===== src/rtl/port_decode_reg.sv =====
`default_nettype none
// ============================================================================
// Module      : port_decode_reg
// Description : Registered PicoBlaze I/O port decoder. Turns port_ID plus the
//               write/read strobes into one-hot, single-cycle write/read
//               selects for NPORTS peripheral registers, returns the selected
//               peripheral's read data on in_port and keeps sticky
//               out-of-window and strobe-collision error flags.
// Revision    : 1.0 - initial release
// ============================================================================
module port_decode_reg #(
    parameter int ADDR_W    = 16,
    parameter int SEL_BITS  = 3,
    parameter int WIN_BIT   = 15,
    parameter int DATA_W    = 8,
    parameter int EDGE_MODE = 1,
    localparam int NPORTS   = 2 ** SEL_BITS
) (
    input  logic                     clk,
    input  logic                     reset_n,
    input  logic [ADDR_W-1:0]        port_ID,
    input  logic                     write_strobe,
    input  logic                     read_strobe,
    input  logic [NPORTS*DATA_W-1:0] rd_bus,
    input  logic                     clr_err,
    output logic [NPORTS-1:0]        write,
    output logic [NPORTS-1:0]        read,
    output logic [DATA_W-1:0]        in_port,
    output logic                     oow_err,
    output logic                     coll_err
);

    localparam logic [NPORTS-1:0] c_ONE = {{(NPORTS-1){1'b0}}, 1'b1};

    logic                 w_hit;
    logic [SEL_BITS-1:0]  w_idx;
    logic [NPORTS-1:0]    w_onehot;
    logic                 w_wq;
    logic                 w_rq;
    logic                 w_oow_set;
    logic                 w_coll_set;
    logic [DATA_W-1:0]    w_rd_slice;

    logic [NPORTS-1:0]    r_write;
    logic [NPORTS-1:0]    r_read;
    logic [DATA_W-1:0]    r_in_port;
    logic                 r_oow_err;
    logic                 r_coll_err;

    // Address bits above the select field other than WIN_BIT alias by design.
    logic w_unused_addr;
    assign w_unused_addr = &{1'b0, port_ID};

    assign w_hit      = ~port_ID[WIN_BIT];
    assign w_idx      = port_ID[SEL_BITS-1:0];
    assign w_onehot   = c_ONE << w_idx;
    assign w_rd_slice = rd_bus[w_idx*DATA_W +: DATA_W];

    // Error conditions look at the raw strobes, not the qualified ones.
    assign w_oow_set  = (write_strobe | read_strobe) & ~w_hit;
    assign w_coll_set = write_strobe & read_strobe;

    generate
        if (EDGE_MODE != 0) begin : g_edge_qual
            logic r_write_strobe_d;
            logic r_read_strobe_d;

            // Strobe history for rising-edge qualification; cleared by reset so
            // a strobe already high at release counts as new.
            always_ff @(posedge clk or negedge reset_n) begin
                if (!reset_n) begin
                    r_write_strobe_d <= 1'b0;
                    r_read_strobe_d  <= 1'b0;
                end else begin
                    r_write_strobe_d <= write_strobe;
                    r_read_strobe_d  <= read_strobe;
                end
            end

            assign w_wq = write_strobe & ~r_write_strobe_d;
            assign w_rq = read_strobe  & ~r_read_strobe_d;
        end else begin : g_level_qual
            assign w_wq = write_strobe;
            assign w_rq = read_strobe;
        end
    endgenerate

    // One-cycle-latency select decode; selects are zero or exactly one-hot.
    always_ff @(posedge clk or negedge reset_n) begin
        if (!reset_n) begin
            r_write <= '0;
            r_read  <= '0;
        end else begin
            r_write <= (w_wq & w_hit) ? w_onehot : '0;
            r_read  <= (w_rq & w_hit) ? w_onehot : '0;
        end
    end

    // Capture read data only on a qualified in-window read; hold otherwise.
    always_ff @(posedge clk or negedge reset_n) begin
        if (!reset_n) begin
            r_in_port <= '0;
        end else if (w_rq & w_hit) begin
            r_in_port <= w_rd_slice;
        end
    end

    // Sticky error flags; a set condition wins over a simultaneous clear.
    always_ff @(posedge clk or negedge reset_n) begin
        if (!reset_n) begin
            r_oow_err  <= 1'b0;
            r_coll_err <= 1'b0;
        end else begin
            if (w_oow_set) begin
                r_oow_err <= 1'b1;
            end else if (clr_err) begin
                r_oow_err <= 1'b0;
            end
            if (w_coll_set) begin
                r_coll_err <= 1'b1;
            end else if (clr_err) begin
                r_coll_err <= 1'b0;
            end
        end
    end

    assign write    = r_write;
    assign read     = r_read;
    assign in_port  = r_in_port;
    assign oow_err  = r_oow_err;
    assign coll_err = r_coll_err;

endmodule
`default_nettype wire


===== config.mk =====
export PLATFORM = sky130hd
export DESIGN_NAME = port_decode_reg
export DESIGN_NICKNAME = d
export VERILOG_FILES = /design/src/rtl/port_decode_reg.sv
export SDC_FILE = /design/constraint.sdc
export NUM_CORES = 1
export LEC_CHECK = 0
export ABC_AREA = 1
export ABC_CLOCK_PERIOD_IN_PS = 2300
export CAP_MARGIN = 10
export CORE_ASPECT_RATIO = 1.4
export CORE_MARGIN = 2
export CORE_UTILIZATION = 39
export CTS_BUF_LIST = sky130_fd_sc_hd__clkbuf_16
export DETAILED_ROUTE_END_ITERATION = 10
export GPL_ROUTABILITY_DRIVEN = 0
export GPL_TIMING_DRIVEN = 1
export PLACE_DENSITY = 0.95
export SLEW_MARGIN = 10
export SYNTH_ARGS = -nofsm -noshare
export SYNTH_HDL_FRONTEND = slang
export SYNTH_SLANG_ARGS = --single-unit

===== constraint.sdc =====
create_clock -name clk -period 2.3 [get_ports clk]
set_clock_uncertainty 0.05 [all_clocks]
set_input_delay 0.46 -clock clk [delete_from_list [all_inputs] [get_ports clk]]
set_output_delay 0.46 -clock clk [all_outputs]
set_load 0.01 [all_outputs]

Word-level counts from Yosys, hierarchy flattened
Cells that the tools add are included.
Storage, ports and cells
  register bits: 28
  input bits: 85
  output and inout bits: 26
  word-level logic and storage cells: 26
Cells by class
  shift-type cells: 2
  mux-type cells: 5
  bitwise logic cells: 10
  reduce and logical (&&, ||, !) cells: 2
Operator list (number)
  64-bit by 7-bit indexed part select with 8-bit output: 1
  8-bit two-way mux: 2
  1-bit by 3-bit left shift with 8-bit output (first input constant): 1
  1-bit AND: 6
  2-bit nonzero test: 2
  1-bit two-way mux: 3
  1-bit NOT: 3
  1-bit bitwise OR: 1

Longest topological paths before layout
  depth in word-level cells: 4
  depth in mapped cells: 9
  mapped depth without buffers: 7

Worst setup path before layout
No wires, ideal clock.
  path kind: input-to-reg
  start point: input port_ID[15]
  end point: register r_in_port[3], in the netlist in_port[3]
  library setup time: 0.117 ns
  arrival time: 1.101 ns
  required time: 2.133 ns
  path slack: 1.032 ns
  stages on the path: 5
  buffers on the path: 1
  cells stage by stage: nor3_4 > inv_4 > buf_6 > nand2_1 > nand2_1
Between the ends
  longest elaborated chain between the ends: 2
Ends and longest elaborated chain
  from (decl): line 21  | input logic [ADDR_W-1:0] port_ID,
  1-bit NOT: line 54  | assign w_hit = ~port_ID[WIN_BIT];
  1-bit AND: line 103  | end else if (w_rq & w_hit) begin
  to (signal assigned): line 104  | r_in_port <= w_rd_slice;
  to (decl): line 46  | logic [DATA_W-1:0] r_in_port;
Every way passes these cells.
A chain may end at the register's enable or synchronous reset.

Final worst setup path
  start point: input port_ID[1]
  end point: register r_in_port[0], in the netlist in_port[0]
Between the ends
  longest elaborated chain between the ends: 1
Ends and longest elaborated chain
  64-bit by 7-bit indexed part select with 8-bit output: line 57  | assign w_rd_slice = rd_bus[w_idx*DATA_W +: DATA_W];
Every way passes these cells.

==> metrics.md <==
| Metric | Value |
|---|---|
| Crit path arrival time | `1.78 ns` |
| Total GRT Usage | `19.4%` |
| Vias in the first global route | `1755` |
| Largest net degree at the start of global routing | `35` |
| Worst hold-check path type | `reg2reg` |
| Fmax achieved | `0.594 GHz` |
| Post-Place Setup Slack | `approximately 0.36 ns` |
| Worst Setup Path Type | `in2reg` |
| Ant diodes | `0` |
| CTS tree | `built` |
| Detail Route Antenna Nets | `0` |
| Yosys reg bits | `28` |
| Longest Clk Path Bufs | `2` |
| Worst Setup End Kind | `register` |
| Layout cell share with drive strength beyond 1 | `6.51%` |
| Worst setup SP type | `input port` |
| Top-area cell type share of the netlist area | `42.1%` |
| Most used DFF post-synth | `dfrtp_1` |
| Area leader, netlist | `dfrtp_1` |
| I/O pins | `~110` |
| Routed WL | `~4.5 mm` |
| P_leak | `1.32 nW` |
| Setup violations, final | `0` |
| RSZ-0062 raised after global routing | `no` |
| Crit-path slowest cell | `clkdlybuf4s50_1` |
| Worst R2R Path Depth | `4` |
| Setup TNS | `0 ns` |
| XOR/XNOR Fraction of Synth Area | `0%` |
| Final WS setup | `0.615 ns` |
| Largest cells by area after synthesis | `dfrtp_1 42%, nand2_1 34%, nand3_1 7.2%` |
| Synth Area in Compound Gates | `0.902%` |
| Post-Layout Inst Area | `2730 um^2` |
| Stages on worst setup path | `6` |
| Hold path cells | `2` |
| Vias per Instance | `4.85` |
| Pwr dens | `478 nW/um^2` |
| Final non-filler cell total | `383` |
| Post-synthesis simple-gate area fraction | `49.4%` |
| Root buf cell | `clkbuf_16` |
| Syn Area/Cell | `6.83 um^2` |
| Remaining DRCs | `0` |
| # port buffers | `98` |
| Routed via count | `1857` |
| Worst VDD drop | `0.292 mV` |
| Mux contribution to synthesized area | `0%` |
| Hold_buf cts | `0` |
| Die ar. | `4820 um^2` |
| Row cnt | `28` |
| Status | `finished clean` |
| Most frequent cells in the layout | `150 x nand2_1, 98 x clkdlybuf4s50_1, 28 x dfrtp_1` |
| Initial antenna violation count | `0` |
| Fillers | `339` |
| Die height | `81.3 um` |
| Cell family with most CP delay | `buffers and inverters` |
| Worst slew margin | `62.2%` |
| Critical path, cell by cell | `clkdlybuf4s50_1 -> clkinv_2 -> nand2_1 -> nand3_1 -> nand3_1 -> nand2_1` |
| Worst stage delay on the critical path | `0.63 ns` |
| Cell count after synthesis | `244` |
| Adder-Cell Fraction of Synth Area | `0%` |
| Placed inst area | `2650 um^2` |
| CP Buf/Inv Count | `2` |
| DRT Pass-1 Iters | `5` |
| H-tree Lvls | `1` |
| Fin. Hold Viols | `0` |
| Core ar. | `4170 um^2` |
| # Post-CTS Setup Buffers | `0` |
| Num CTS Buffers | `3` |
| Slew Viols, Final | `0` |
| Crit-path max FO | `18` |
| First-pass GRT wire length | `7.24 mm` |
| Initial Util | `approximately two fifths` |
| Post-Place Cells | `379` |
| Grt total ovfl | `0` |
| Worst Tran Pin Value | `0.567 ns` |
| Ys async rst share | `100%` |
| Syn nets | `329` |
| Worst EP required | `2.40 ns` |
| Drt wl/cell | `11.8 um` |
| Fin nets | `424` |
| Post-Syn Area | `1670 um^2` |
| Minimum period implied by the final worst setup slack | `1.68 ns` |
| Yosys warns | `0` |
| Clock-pin slew on the worst setup and hold paths | `~0.06 ns` |
| 1st-iter DRT viols | `39` |
| Main combinational cell family by area after synthesis | `simple AND/OR/NAND/NOR gates` |
| Clk_lat worst skew | `0.25 ns` |
| # resized after CTS | `0` |
| Register area share after synthesis | `42.1%` |
| Commonest non-fill, non-tap cell in the layout | `nand2_1` |
| Unique masters post-synth | `15` |
| Clk sink count | `28` |
| Area grow syn2layout | `64.1%` |
| Post-DP HPWL | `3.67 mm` |
| Final Cycle Share | `73.2%` |
| Max-Cap Viols | `0` |
| Die W | `59.2 um` |
| Number of synthesized flops with an enable pin | `0` |
## power by group
group,total [W],switching [W],internal (W)
registers,0.000543,0.0000170,0.000526
logic,0.000385,0.000169,0.000216
clock network,0.000379,0.000146,0.000232
## final cells by class
cell class / count / area, um^2 / share of cell area (%)
inverters: 7 / 32.5 / 1.19
flip-flops and latches: 28 / 701 / 25.6
multi-input cells: 195 / 838 / 30.7
well taps: 45 / 56.3 / 2.06
repair buffers: 104 / 1030 / 37.5
clock inverters: 1 / 3.75 / 0.137
clock buffers: 3 / 75.1 / 2.75
## routing by layer
metal / GRT usage [%] / wire length (um) / up-vias
met1: 19.9 / 1620 / 829
li1: - / - / 947
met3: 1.75 / 223 / 6
met5: 0 / 0 / -
met4: 7.27 / 76 / 0
met2: 38.6 / 2600 / 75
## stage by stage
stage	hold WS, ns	utilization, %	power, W
floorplan	0.114	-	0.000711
global placement	0.416	63.7	0.000933
detailed placement	0.415	63.7	0.000940
CTS	0.433	65.5	0.00132
global route	0.457	65.5	0.00138
finish	0.427	65.5	0.00131
## sequential cells by signal, indices dropped and copies added (netlist names)
signal                        cells
oow_err                           1
g_edge_qual.r_read_strobe_d       1
in_port                           8
read                              8
write                             8
coll_err                          1
g_edge_qual.r_write_strobe_d      1
## path summary, 6_finish.rpt
path / start / endpoint / slack, ns
worst max-delay path: port_ID[1] / in_port[0] / 0.62
worst min-delay path: in_port[2] / in_port[2] / 0.43
worst max register to register: g_edge_qual.r_read_strobe_d / in_port[5] / 1.21
worst min register to register: in_port[2] / in_port[2] / 0.43
max in group asynchronous: reset_n / read[4] / 1.42
min in group asynchronous: reset_n / read[6] / 0.53
## cells in the mapped netlist, types with 2 or more instances
library cell,count
buf_2,6
buf_4,7
dfrtp_1,28
inv_1,3
inv_4,2
nand2_1,150
nand3_1,24
nor3_1,8
nor3_2,8
o21ai_0,3
## tightest hold or removal path, stage by stage, from the launching register on
cell and delay [ns]:
dfrtp_1 0.34, nand2_1 0.05, nand2_1 0.05
## kinds of logic (layout without fill, tap and decap cells)
kind of cell / after synthesis / count (layout)
AOI/OAI and AO/OA: 3 / 3
and+or+nand+nor: 192 / 192
DFF: 28 / 28
buffers and inverters: 21 / 115
No activity file was read; power rests on OpenSTA's default activity.
